## src/rtl/int_seq_pkg.sv

```systemverilog
// Shared definitions for the interrupt sequencer.
//   state_e        : sequencer FSM encoding
//   VecBaseDefault : default vector address of source 0
//   vec_addr()     : vector address of a source, 32-bit wrapping arithmetic
package int_seq_pkg;

    typedef enum logic [1:0] {
        StIdle    = 2'd0,
        StEnter   = 2'd1,
        StService = 2'd2,
        StReturn  = 2'd3
    } state_e;

    localparam logic [31:0] VecBaseDefault = 32'h0000_0800;

    function automatic logic [31:0] vec_addr(input logic [31:0] base, input logic [31:0] idx,
                                             input int unsigned shift);
        return base + (idx << shift);
    endfunction

endpackage

```

## src/rtl/int_seq_if.sv

```systemverilog
// Signal bundle between the core/CP0 side (master) and the interrupt sequencer (slave).
//   irq, irq_mask, ie, pend_clr    : request inputs, CP0 mask/enable, software pending clear
//   instr_valid, pc_next, eret     : retirement information from the pipeline
//   epc_q                          : EPC read back from CP0
//   epc_din, epc_we                : EPC write to CP0
//   redirect, redirect_pc          : PC override
//   pending, in_service, cur_src   : status
interface int_seq_if #(
    parameter int unsigned NUM_IRQ = 4
);
    localparam int unsigned IdxW = (NUM_IRQ > 1) ? $clog2(NUM_IRQ) : 1;

    logic [NUM_IRQ-1:0] irq;
    logic [NUM_IRQ-1:0] irq_mask;
    logic               ie;
    logic [NUM_IRQ-1:0] pend_clr;
    logic               instr_valid;
    logic [31:0]        pc_next;
    logic               eret;
    logic [31:0]        epc_q;
    logic [31:0]        epc_din;
    logic               epc_we;
    logic               redirect;
    logic [31:0]        redirect_pc;
    logic [NUM_IRQ-1:0] pending;
    logic               in_service;
    logic [IdxW-1:0]    cur_src;

    modport master (
        output irq, irq_mask, ie, pend_clr, instr_valid, pc_next, eret, epc_q,
        input  epc_din, epc_we, redirect, redirect_pc, pending, in_service, cur_src
    );

    modport slave (
        input  irq, irq_mask, ie, pend_clr, instr_valid, pc_next, eret, epc_q,
        output epc_din, epc_we, redirect, redirect_pc, pending, in_service, cur_src
    );

endinterface

```

## src/rtl/int_seq_prio_enc.sv

```systemverilog
// Priority encoder: index of the lowest set bit of req_i (index 0 = highest priority).
//   req_i   : request vector
//   idx_o   : lowest set index (0 when no request)
//   valid_o : any request set
module int_seq_prio_enc #(
    parameter int unsigned Width = 4,
    parameter int unsigned IdxW  = 2
) (
    input  logic [Width-1:0] req_i,
    output logic [IdxW-1:0]  idx_o,
    output logic             valid_o
);

    always_comb begin
        idx_o = '0;
        // Scan downwards so the lowest set index is the last one written.
        for (int i = int'(Width) - 1; i >= 0; i--) begin
            if (req_i[i]) begin
                idx_o = IdxW'(i);
            end
        end
    end

    assign valid_o = |req_i;

endmodule

```

## src/rtl/int_seq.sv

```systemverilog
// Interrupt sequencer upstream of CP0. Captures request edges into a pending register, picks the
// highest-priority enabled source at an instruction boundary, writes the resume PC to CP0 EPC,
// redirects to the source vector, and redirects back to EPC on ERET. Single level, no nesting.
//   clk : clock, rising edge
//   clr : synchronous active-high reset
//   bus : int_seq_if slave modport (requests, retirement info, EPC/redirect outputs, status)
module int_seq
    import int_seq_pkg::*;
#(
    parameter int unsigned NUM_IRQ   = 4,
    parameter logic [31:0] VEC_BASE  = VecBaseDefault,
    parameter int unsigned VEC_SHIFT = 4
) (
    input logic      clk,
    input logic      clr,
    int_seq_if.slave bus
);

    localparam int unsigned IdxW = (NUM_IRQ > 1) ? $clog2(NUM_IRQ) : 1;

    state_e             state_q, state_d;
    logic [NUM_IRQ-1:0] pending_q, pending_d;
    logic [NUM_IRQ-1:0] irq_q;
    logic [NUM_IRQ-1:0] eligible;
    logic [NUM_IRQ-1:0] ack;
    logic               take;
    logic               sel_valid;
    logic [IdxW-1:0]    sel;
    logic [IdxW-1:0]    cur_src_q, cur_src_d;
    logic [31:0]        epc_din_q, epc_din_d;
    logic [31:0]        redirect_pc_q, redirect_pc_d;
    logic               epc_we_q;
    logic               redirect_q;
    logic               in_service_q;

    assign eligible = pending_q & bus.irq_mask;
    assign take     = bus.ie & sel_valid;

    int_seq_prio_enc #(
        .Width (NUM_IRQ),
        .IdxW  (IdxW)
    ) u_prio_enc (
        .req_i   (eligible),
        .idx_o   (sel),
        .valid_o (sel_valid)
    );

    always_comb begin
        state_d       = state_q;
        ack           = '0;
        cur_src_d     = cur_src_q;
        epc_din_d     = epc_din_q;
        redirect_pc_d = redirect_pc_q;
        unique case (state_q)
            StIdle: begin
                if (take && bus.instr_valid) begin
                    state_d       = StEnter;
                    ack[sel]      = 1'b1;
                    cur_src_d     = sel;
                    epc_din_d     = bus.pc_next;
                    redirect_pc_d = vec_addr(VEC_BASE, 32'(sel), VEC_SHIFT);
                end
            end
            StEnter:   state_d = StService;
            StService: begin
                if (bus.eret) begin
                    state_d       = StReturn;
                    redirect_pc_d = bus.epc_q;
                end
            end
            StReturn:  state_d = StIdle;
            default:   state_d = StIdle;
        endcase
        // A fresh edge wins over a software clear or an acknowledge in the same cycle.
        pending_d = (pending_q & ~bus.pend_clr & ~ack) | (bus.irq & ~irq_q);
    end

    // Strobes are derived from the next state so they come straight out of flops.
    always_ff @(posedge clk) begin
        if (clr) begin
            state_q       <= StIdle;
            pending_q     <= '0;
            irq_q         <= '0;
            cur_src_q     <= '0;
            epc_din_q     <= '0;
            redirect_pc_q <= '0;
            epc_we_q      <= 1'b0;
            redirect_q    <= 1'b0;
            in_service_q  <= 1'b0;
        end else begin
            state_q       <= state_d;
            pending_q     <= pending_d;
            irq_q         <= bus.irq;
            cur_src_q     <= cur_src_d;
            epc_din_q     <= epc_din_d;
            redirect_pc_q <= redirect_pc_d;
            epc_we_q      <= (state_d == StEnter);
            redirect_q    <= (state_d == StEnter) || (state_d == StReturn);
            in_service_q  <= (state_d != StIdle);
        end
    end

    assign bus.epc_din     = epc_din_q;
    assign bus.epc_we      = epc_we_q;
    assign bus.redirect    = redirect_q;
    assign bus.redirect_pc = redirect_pc_q;
    assign bus.pending     = pending_q;
    assign bus.in_service  = in_service_q;
    assign bus.cur_src     = cur_src_q;

endmodule

```

## src/flat_wrapper.sv

```systemverilog
// flat-port wrapper written by rule: the top's interface ports become plain ports
module int_seq_flat import int_seq_pkg::*;
#(
    parameter int unsigned NUM_IRQ   = 4,
    parameter logic [31:0] VEC_BASE  = VecBaseDefault,
    parameter int unsigned VEC_SHIFT = 4
)
  (clk, clr, bus_irq, bus_irq_mask, bus_ie, bus_pend_clr, bus_instr_valid, bus_pc_next, bus_eret, bus_epc_q, bus_epc_din, bus_epc_we, bus_redirect, bus_redirect_pc, bus_pending, bus_in_service, bus_cur_src);
  int_seq_if #(.NUM_IRQ(NUM_IRQ)) bus_i ();
  input logic clk;
  input logic clr;
  input wire logic [$bits(bus_i.irq)-1:0] bus_irq;
  input wire logic [$bits(bus_i.irq_mask)-1:0] bus_irq_mask;
  input wire logic [$bits(bus_i.ie)-1:0] bus_ie;
  input wire logic [$bits(bus_i.pend_clr)-1:0] bus_pend_clr;
  input wire logic [$bits(bus_i.instr_valid)-1:0] bus_instr_valid;
  input wire logic [$bits(bus_i.pc_next)-1:0] bus_pc_next;
  input wire logic [$bits(bus_i.eret)-1:0] bus_eret;
  input wire logic [$bits(bus_i.epc_q)-1:0] bus_epc_q;
  output wire logic [$bits(bus_i.epc_din)-1:0] bus_epc_din;
  output wire logic [$bits(bus_i.epc_we)-1:0] bus_epc_we;
  output wire logic [$bits(bus_i.redirect)-1:0] bus_redirect;
  output wire logic [$bits(bus_i.redirect_pc)-1:0] bus_redirect_pc;
  output wire logic [$bits(bus_i.pending)-1:0] bus_pending;
  output wire logic [$bits(bus_i.in_service)-1:0] bus_in_service;
  output wire logic [$bits(bus_i.cur_src)-1:0] bus_cur_src;
  assign bus_i.irq = bus_irq;
  assign bus_i.irq_mask = bus_irq_mask;
  assign bus_i.ie = bus_ie;
  assign bus_i.pend_clr = bus_pend_clr;
  assign bus_i.instr_valid = bus_instr_valid;
  assign bus_i.pc_next = bus_pc_next;
  assign bus_i.eret = bus_eret;
  assign bus_i.epc_q = bus_epc_q;
  assign bus_epc_din = bus_i.epc_din;
  assign bus_epc_we = bus_i.epc_we;
  assign bus_redirect = bus_i.redirect;
  assign bus_redirect_pc = bus_i.redirect_pc;
  assign bus_pending = bus_i.pending;
  assign bus_in_service = bus_i.in_service;
  assign bus_cur_src = bus_i.cur_src;
  int_seq #(.NUM_IRQ(NUM_IRQ), .VEC_BASE(VEC_BASE), .VEC_SHIFT(VEC_SHIFT)) u_core (.clk(clk), .clr(clr), .bus(bus_i));
endmodule
```

## config.mk

```make
export PLATFORM = sky130hd
export DESIGN_NAME = int_seq_flat
export DESIGN_NICKNAME = d
export VERILOG_FILES = /design/src/rtl/int_seq_pkg.sv /design/src/rtl/int_seq_if.sv /design/src/rtl/int_seq_prio_enc.sv /design/src/rtl/int_seq.sv /design/src/flat_wrapper.sv
export SDC_FILE = /design/constraint.sdc
export NUM_CORES = 1
export LEC_CHECK = 0
export CORE_MARGIN = 10
export CORE_UTILIZATION = 30
export CTS_BUF_LIST = sky130_fd_sc_hd__clkbuf_8
export DETAILED_ROUTE_END_ITERATION = 6
export HOLD_SLACK_MARGIN = 0.05
export PLACE_DENSITY_LB_ADDON = 0.05
export SETUP_SLACK_MARGIN = 0.3
export SYNTH_ARGS = -nofsm -noshare
export SYNTH_HDL_FRONTEND = slang
export SYNTH_SLANG_ARGS = --single-unit
export TNS_END_PERCENT = 30
```

## constraint.sdc

```tcl
create_clock -name clk -period 4.48 [get_ports clk]
set_input_delay 0.896 -clock clk [delete_from_list [all_inputs] [get_ports clk]]
set_output_delay 0.896 -clock clk [all_outputs]
set_load 0.01 [all_outputs]
```

# == After elaboration in Yosys (flattened, before gate mapping) ==
# Index checks and enable logic that the tools add are counted.
# classes
muxes,14
n_reduce_logical,9
bitwise_logic,9
add_sub_neg,1
n_eq_ne,7
order_cmp,2
# ops
operator,n
two-way mux 32 bit,2
case mux 32 bit (2 select lines),1
AND 4 bit,4
"adder 12 x 6 -> 13 bit, first input constant",1
two-way mux 2 bit,6
NOT 4 bit,3
two-way mux 4 bit,2
case mux 2 bit (4 select lines),1
"== test 2 bit, second input constant",3
"== test 2 x 1 -> 1 bit, second input constant",2
bitwise OR 4 bit,1
nonzero test 2 bit,2
OR reduction 4 bit,1
"less-than comparator 2 x 3 -> 1 bit, second input constant",1
AND reduction 3 bit,1
demux 1 bit (select 2 bit),1
"greater-or-equal comparator 2 x 1 -> 1 bit, second input constant",1
logical AND 1 bit,2
zero test 2 bit,1
"!= test 2 x 1 -> 1 bit, second input constant",1
"!= test 2 bit, second input constant",1
AND reduction 2 bit,1
AND 1 bit,1
logical OR 1 bit,1
two-way mux 1 bit,1
# word_totals
inputBits,81
elab_cells,51
ff_bits,79
out_inout_bits,73

# == Longest topological paths before layout ==
# logic_depth
ltp_word,14
ltp_mapped,10
mapped_depth_nobuf,6

# == Cells and area by module ==
# From an unflattened synthesis, not the netlist that was laid out.
# hier_totals
cells_unflattened,357
area_unflattened_um2,3106.7
# by_module_without_submodules
module,n_inst,area_each_um2,cells_each,seq_area_each_um2
int_seq,1,3071.7,350,1581.5
int_seq_prio_enc,1,35.0,7,0.0

# == Worst setup path before layout ==
# No wires, ideal clock.
# synth_timing
path_kind,input to register
startpoint,in bus_instr_valid
endpoint,"reg u_core.redirect_pc_q[17], in the netlist u_core.bus.redirect_pc[17]"
slack_ns,2.345
arrival_time_ns,2.013
stages,8
setup_time_ns,0.122
t_required_ns,4.358
n_path_buf,4
path_cell_list,and3_1 -> buf_4 -> o21a_1 -> buf_4 -> nor3_2 -> buf_6 -> buf_6 -> a221o_1
# synth_between
elab_chain_len,3
# synth_lines
element,line_no,rtl
from (decl),flat_wrapper.sv:16,input wire logic [$bits(bus_i.instr_valid)-1:0] bus_instr_valid;
logical AND 1 bit,int_seq.sv:56,if (take && bus.instr_valid) begin
!= test 2 x 1 -> 1 bit (no line),--,
AND reduction 3 bit (no line),--,
to (signal assigned),int_seq.sv:96,redirect_pc_q <= redirect_pc_d;
to (decl),int_seq.sv:31,"logic [31:0] redirect_pc_q, redirect_pc_d;"
# Every way passes these cells.
# A chain may end at the register's enable or synchronous reset.

# == Final worst setup path ==
# layout_timing
startpoint,in bus_eret
endpoint,"reg u_core.epc_we_q, in the netlist u_core.bus.epc_we"
# layout_between
elab_chain_len,3
# layout_lines
element,line_no,rtl
from (decl),flat_wrapper.sv:18,input wire logic [$bits(bus_i.eret)-1:0] bus_eret;
two-way mux 2 bit,int_seq.sv:66,if (bus.eret) begin
case mux 2 bit (4 select lines),int_seq.sv:54,unique case (state_q)
== test 2 x 1 -> 1 bit,int_seq.sv:97,epc_we_q <= (state_d == StEnter);
to (signal assigned),int_seq.sv:97,
to (decl),int_seq.sv:32,logic epc_we_q;
# Every way passes these cells.

==> summary.md <==
| Metric | Value |
|---|---|
| Fmax | 335.2 MHz |
| Post-layout util | 0.4864 |
| Max Slew Vio Count | 0 |
| Hold_buf cts | 0 |
| Clock Tree Root | clkbuf_8 |
| Post-DP HPWL | 7.544 mm |
| Post-synth top cells | dfxtp_1 (79), nand2_1 (71), a21oi_1 (45), nor2_1 (34), a221o_1 (30) |
| Via-to-Cell Ratio | 4.837 |
| Critical path required time | 4760 ps |
| Worst reg-to-reg path cell count | 6 |
| Core region area | 0.01037 mm^2 |
| CTS tree | yes |
| Worst clock skew | 10.96 ps |
| Slew margin rel. | 0.2723 |
| Top area cells in the synthesized netlist | dfxtp_1 (49%), a221o_1 (9.4%), nand2_1 (8.3%) |
| Multi-input gate area | 0.001459 mm^2 |
| Final setup fails | 0 |
| Post-CTS Resized | 0 |
| Critical Path AT | 3260 ps |
| I/O Pins | 154 |
| Worst Setup SP | bus_eret |
| # diodes | 0 |
| Final Wtd Congestion | 0.7232 |
| Antenna violations before repair | 0 |
| Chip Height | 123.4 um |
| GR Util All Layers | 0.1365 |
| Chip width | 123.4 um |
| Worst setup path class | in -> reg |
| Post-Syn Area | 0.003204 mm^2 |
| FP Rows | 37 |
| Congestion Overflow GR | 0 |
| Min Tclk post-route | 2983 ps |
| PortBufs | 153 |
| Worst VDD drop | 163.9 uV |
| Synth warnings | 0 |
| Synthesized flop and latch total | 79 |
| Layout cells sized above 1 | 0.05458 |
| Antenna Violating Nets Remaining | 0 |
| Drt pass-1 iters | 5 |
| Deepest clock path buffer count | 2 |
| Number of global-route vias before repair | 3094 |
| Setup crit start kind | input port |
| Postcts setup bufs | 0 |
| TritonCTS Buffers | 9 |
| FF+latch area | 0.001582 mm^2 |
| Post-Route WL | 10.77 mm |
| Worst setup EP type | register |
| Unrepaired setup endpoints after global routing | no |
| Worst skew pair latency | 350 ps |
| Pwr Density | 354.8 mW/mm^2 |
| Clk sinks | 79 |
| Largest area contributor in the netlist | dfxtp_1 |
| Hold Slack | 454.8 ps |
| CTS H-tree lvls | 3 |
| Crit path depth | 5 |
| Fillcell total | 1032 |
| Hold Crit Class | reg -> reg |
| Max Cap Viol | 0 |
| # nets final | 591 |
| Fin crit share | 0.6659 |
| Largest net degree at the start of global routing | 49 |
| Initial Util | 0.3090 |
| Number of flops mapped to enable cells by yosys | 0 |
| Worst path slowest cell | and2b_1 |
| Initial drt markers | 257 |
| Async SR Flop Fraction | 0 |
| Critical path destination | u_core.bus.epc_we$_SDFF_PP0_ |
| Top Family by Delay on Critical Path | simple AND/OR/NAND/NOR gates |
| Crit path max fanout | 30 |
| Crit path cell chain | clkdlybuf4s50_1, and2b_1, o22ai_1, a21oi_1, nor2b_1 |
| Worst-margin pin slew | 1092 ps |
| Seq/Total Area, Yosys | 0.4936 |
| FF-to-FF Start | u_core.state_q[0]$_SDFF_PP0_ |
| DRC | 0 |
| Critical R2R Capture | u_core.bus.epc_we$_SDFF_PP0_ |
| Area delta synth->final | 57.40% |
| Vias post-DR | 3139 |
| Avg WL per Cell | 16.60 um |
| Post-synth top area share | 0.4936 |
| Setup_tns | 0 ps |
| Die area | 0.01522 mm^2 |
| Top-count cell post-synth | dfxtp_1 |
| Top FF cell, synth | dfxtp_1 |
| Avg Cell Area, Syn | 8.731 um^2 |
| Syn_nets | 450 |
| Distinct cell type count after synthesis | 37 |
| Pleak | 1.741 nW |
| Overall Power | 1.790 mW |
| FF-to-FF setup slack | 2080 ps |
| Post-Synthesis Cells | 367 |
| Worst path bufs/invs | 1 |
| First-pass GRT wire length | 16.60 mm |
| Clk slew on worst S/H paths | 80 ps |
| Status | complete, no violations |
| Slowest cell delay on critical path | 920 ps |
| Final hold vios | 0 |
worst register-to-register path: stages, from the launching register on:
cell     delay (ps)
dfxtp_1         350
inv_1            70
ha_1            270
and2b_1         950
o22ai_1         280
a21oi_1         260
nor2b_1         170
cell usage in the layout (no fill, tap or decap), drive strengths merged, types with 2 or more instances in the layout:
cell type / synthesis / layout
clkdlybuf4s50: 0 / 152
ha: 2 / 2
nor2b: 16 / 16
o21ai: 2 / 2
a32o: 3 / 3
inv: 11 / 14
clkinvlp: 0 / 2
buf: 13 / 7
a221o: 30 / 30
a22oi: 20 / 20
bufinv: 0 / 2
o21a: 2 / 2
o22ai: 2 / 2
clkbuf: 16 / 9
dfxtp: 79 / 79
a21oi: 45 / 45
a211oi: 3 / 3
nand2: 71 / 71
a22o: 2 / 2
nor2: 34 / 34
power by group:
| part | internal [mW] | total, mW | switching (mW) |
|---|---|---|---|
| Sequential | 0.751 | 0.777 | 0.0256 |
| Combinational | 0.207 | 0.415 | 0.208 |
| Clock | 0.316 | 0.598 | 0.282 |
cell families after synthesis:
kind of cell,count (synthesis),synth area share
DFF,79,0.4936
muxes,2,0.006638
adders and majority gates,2,0.007808
buffers and inverters,40,0.05701
and+or+nand+nor,131,0.1788
AOI/OAI and AO/OA,113,0.2561
routing by layer:
layer  global-route usage  up-vias  wire length [um]
li1                     -     1584                 -
met4              0.04148        0                74
met3              0.05014        6               972
met2               0.2144      104              4845
met1               0.1711     1445              4877
met5                    0        -                 0
how the worst min path moves through the flow:
stage / cells after the start / slack [ps] / from / to
final: 2 / 450 / u_core.bus.epc_din[1]$_SDFFE_PP0P_ / u_core.bus.epc_din[1]$_SDFFE_PP0P_
after global routing: 2 / 470 / u_core.bus.epc_din[20]$_SDFFE_PP0P_ / u_core.bus.epc_din[20]$_SDFFE_PP0P_
after CTS: 2 / 460 / u_core.bus.redirect_pc[5]$_SDFFE_PP0P_ / u_core.bus.redirect_pc[5]$_SDFFE_PP0P_
after detailed placement: 2 / 450 / u_core.bus.redirect_pc[5]$_SDFFE_PP0P_ / u_core.bus.redirect_pc[5]$_SDFFE_PP0P_
after global placement: 2 / 440 / u_core.irq_q[3]$_SDFF_PP0_ / u_core.bus.pending[3]$_SDFF_PP0_
after floorplan: 2 / 440 / u_core.irq_q[3]$_SDFF_PP0_ / u_core.bus.pending[3]$_SDFF_PP0_
area by class of cell:
class | instances | area share
clock buffers | 9 | 0.02456
clock inverters | 7 | 0.01910
inverters | 11 | 0.008187
multi-input cells | 248 | 0.2893
flip-flops and latches | 79 | 0.3136
well taps | 136 | 0.03374
repair buffers | 159 | 0.3116
state kept, by name (all words and copies together) (netlist names):
register / cells
u_core.bus.pending: 4
u_core.bus.epc_we: 1
u_core.state_q: 2
u_core.bus.redirect_pc: 32
u_core.bus.epc_din: 32
u_core.bus.cur_src: 2
u_core.bus.in_service: 1
u_core.irq_q: 4
u_core.bus.redirect: 1
through the flow:
stage | instance area [um^2] | setup slack, ps | cells
global placement | 4823 | 1183 | 633
floorplan | 3204 | 2345 | 367
global route | 5044 | 1289 | 649
finish | 5044 | 1497 | 649
detailed placement | 4823 | 1116 | 633
CTS | 5044 | 1483 | 649
No activity file was read; power rests on OpenSTA's default activity.
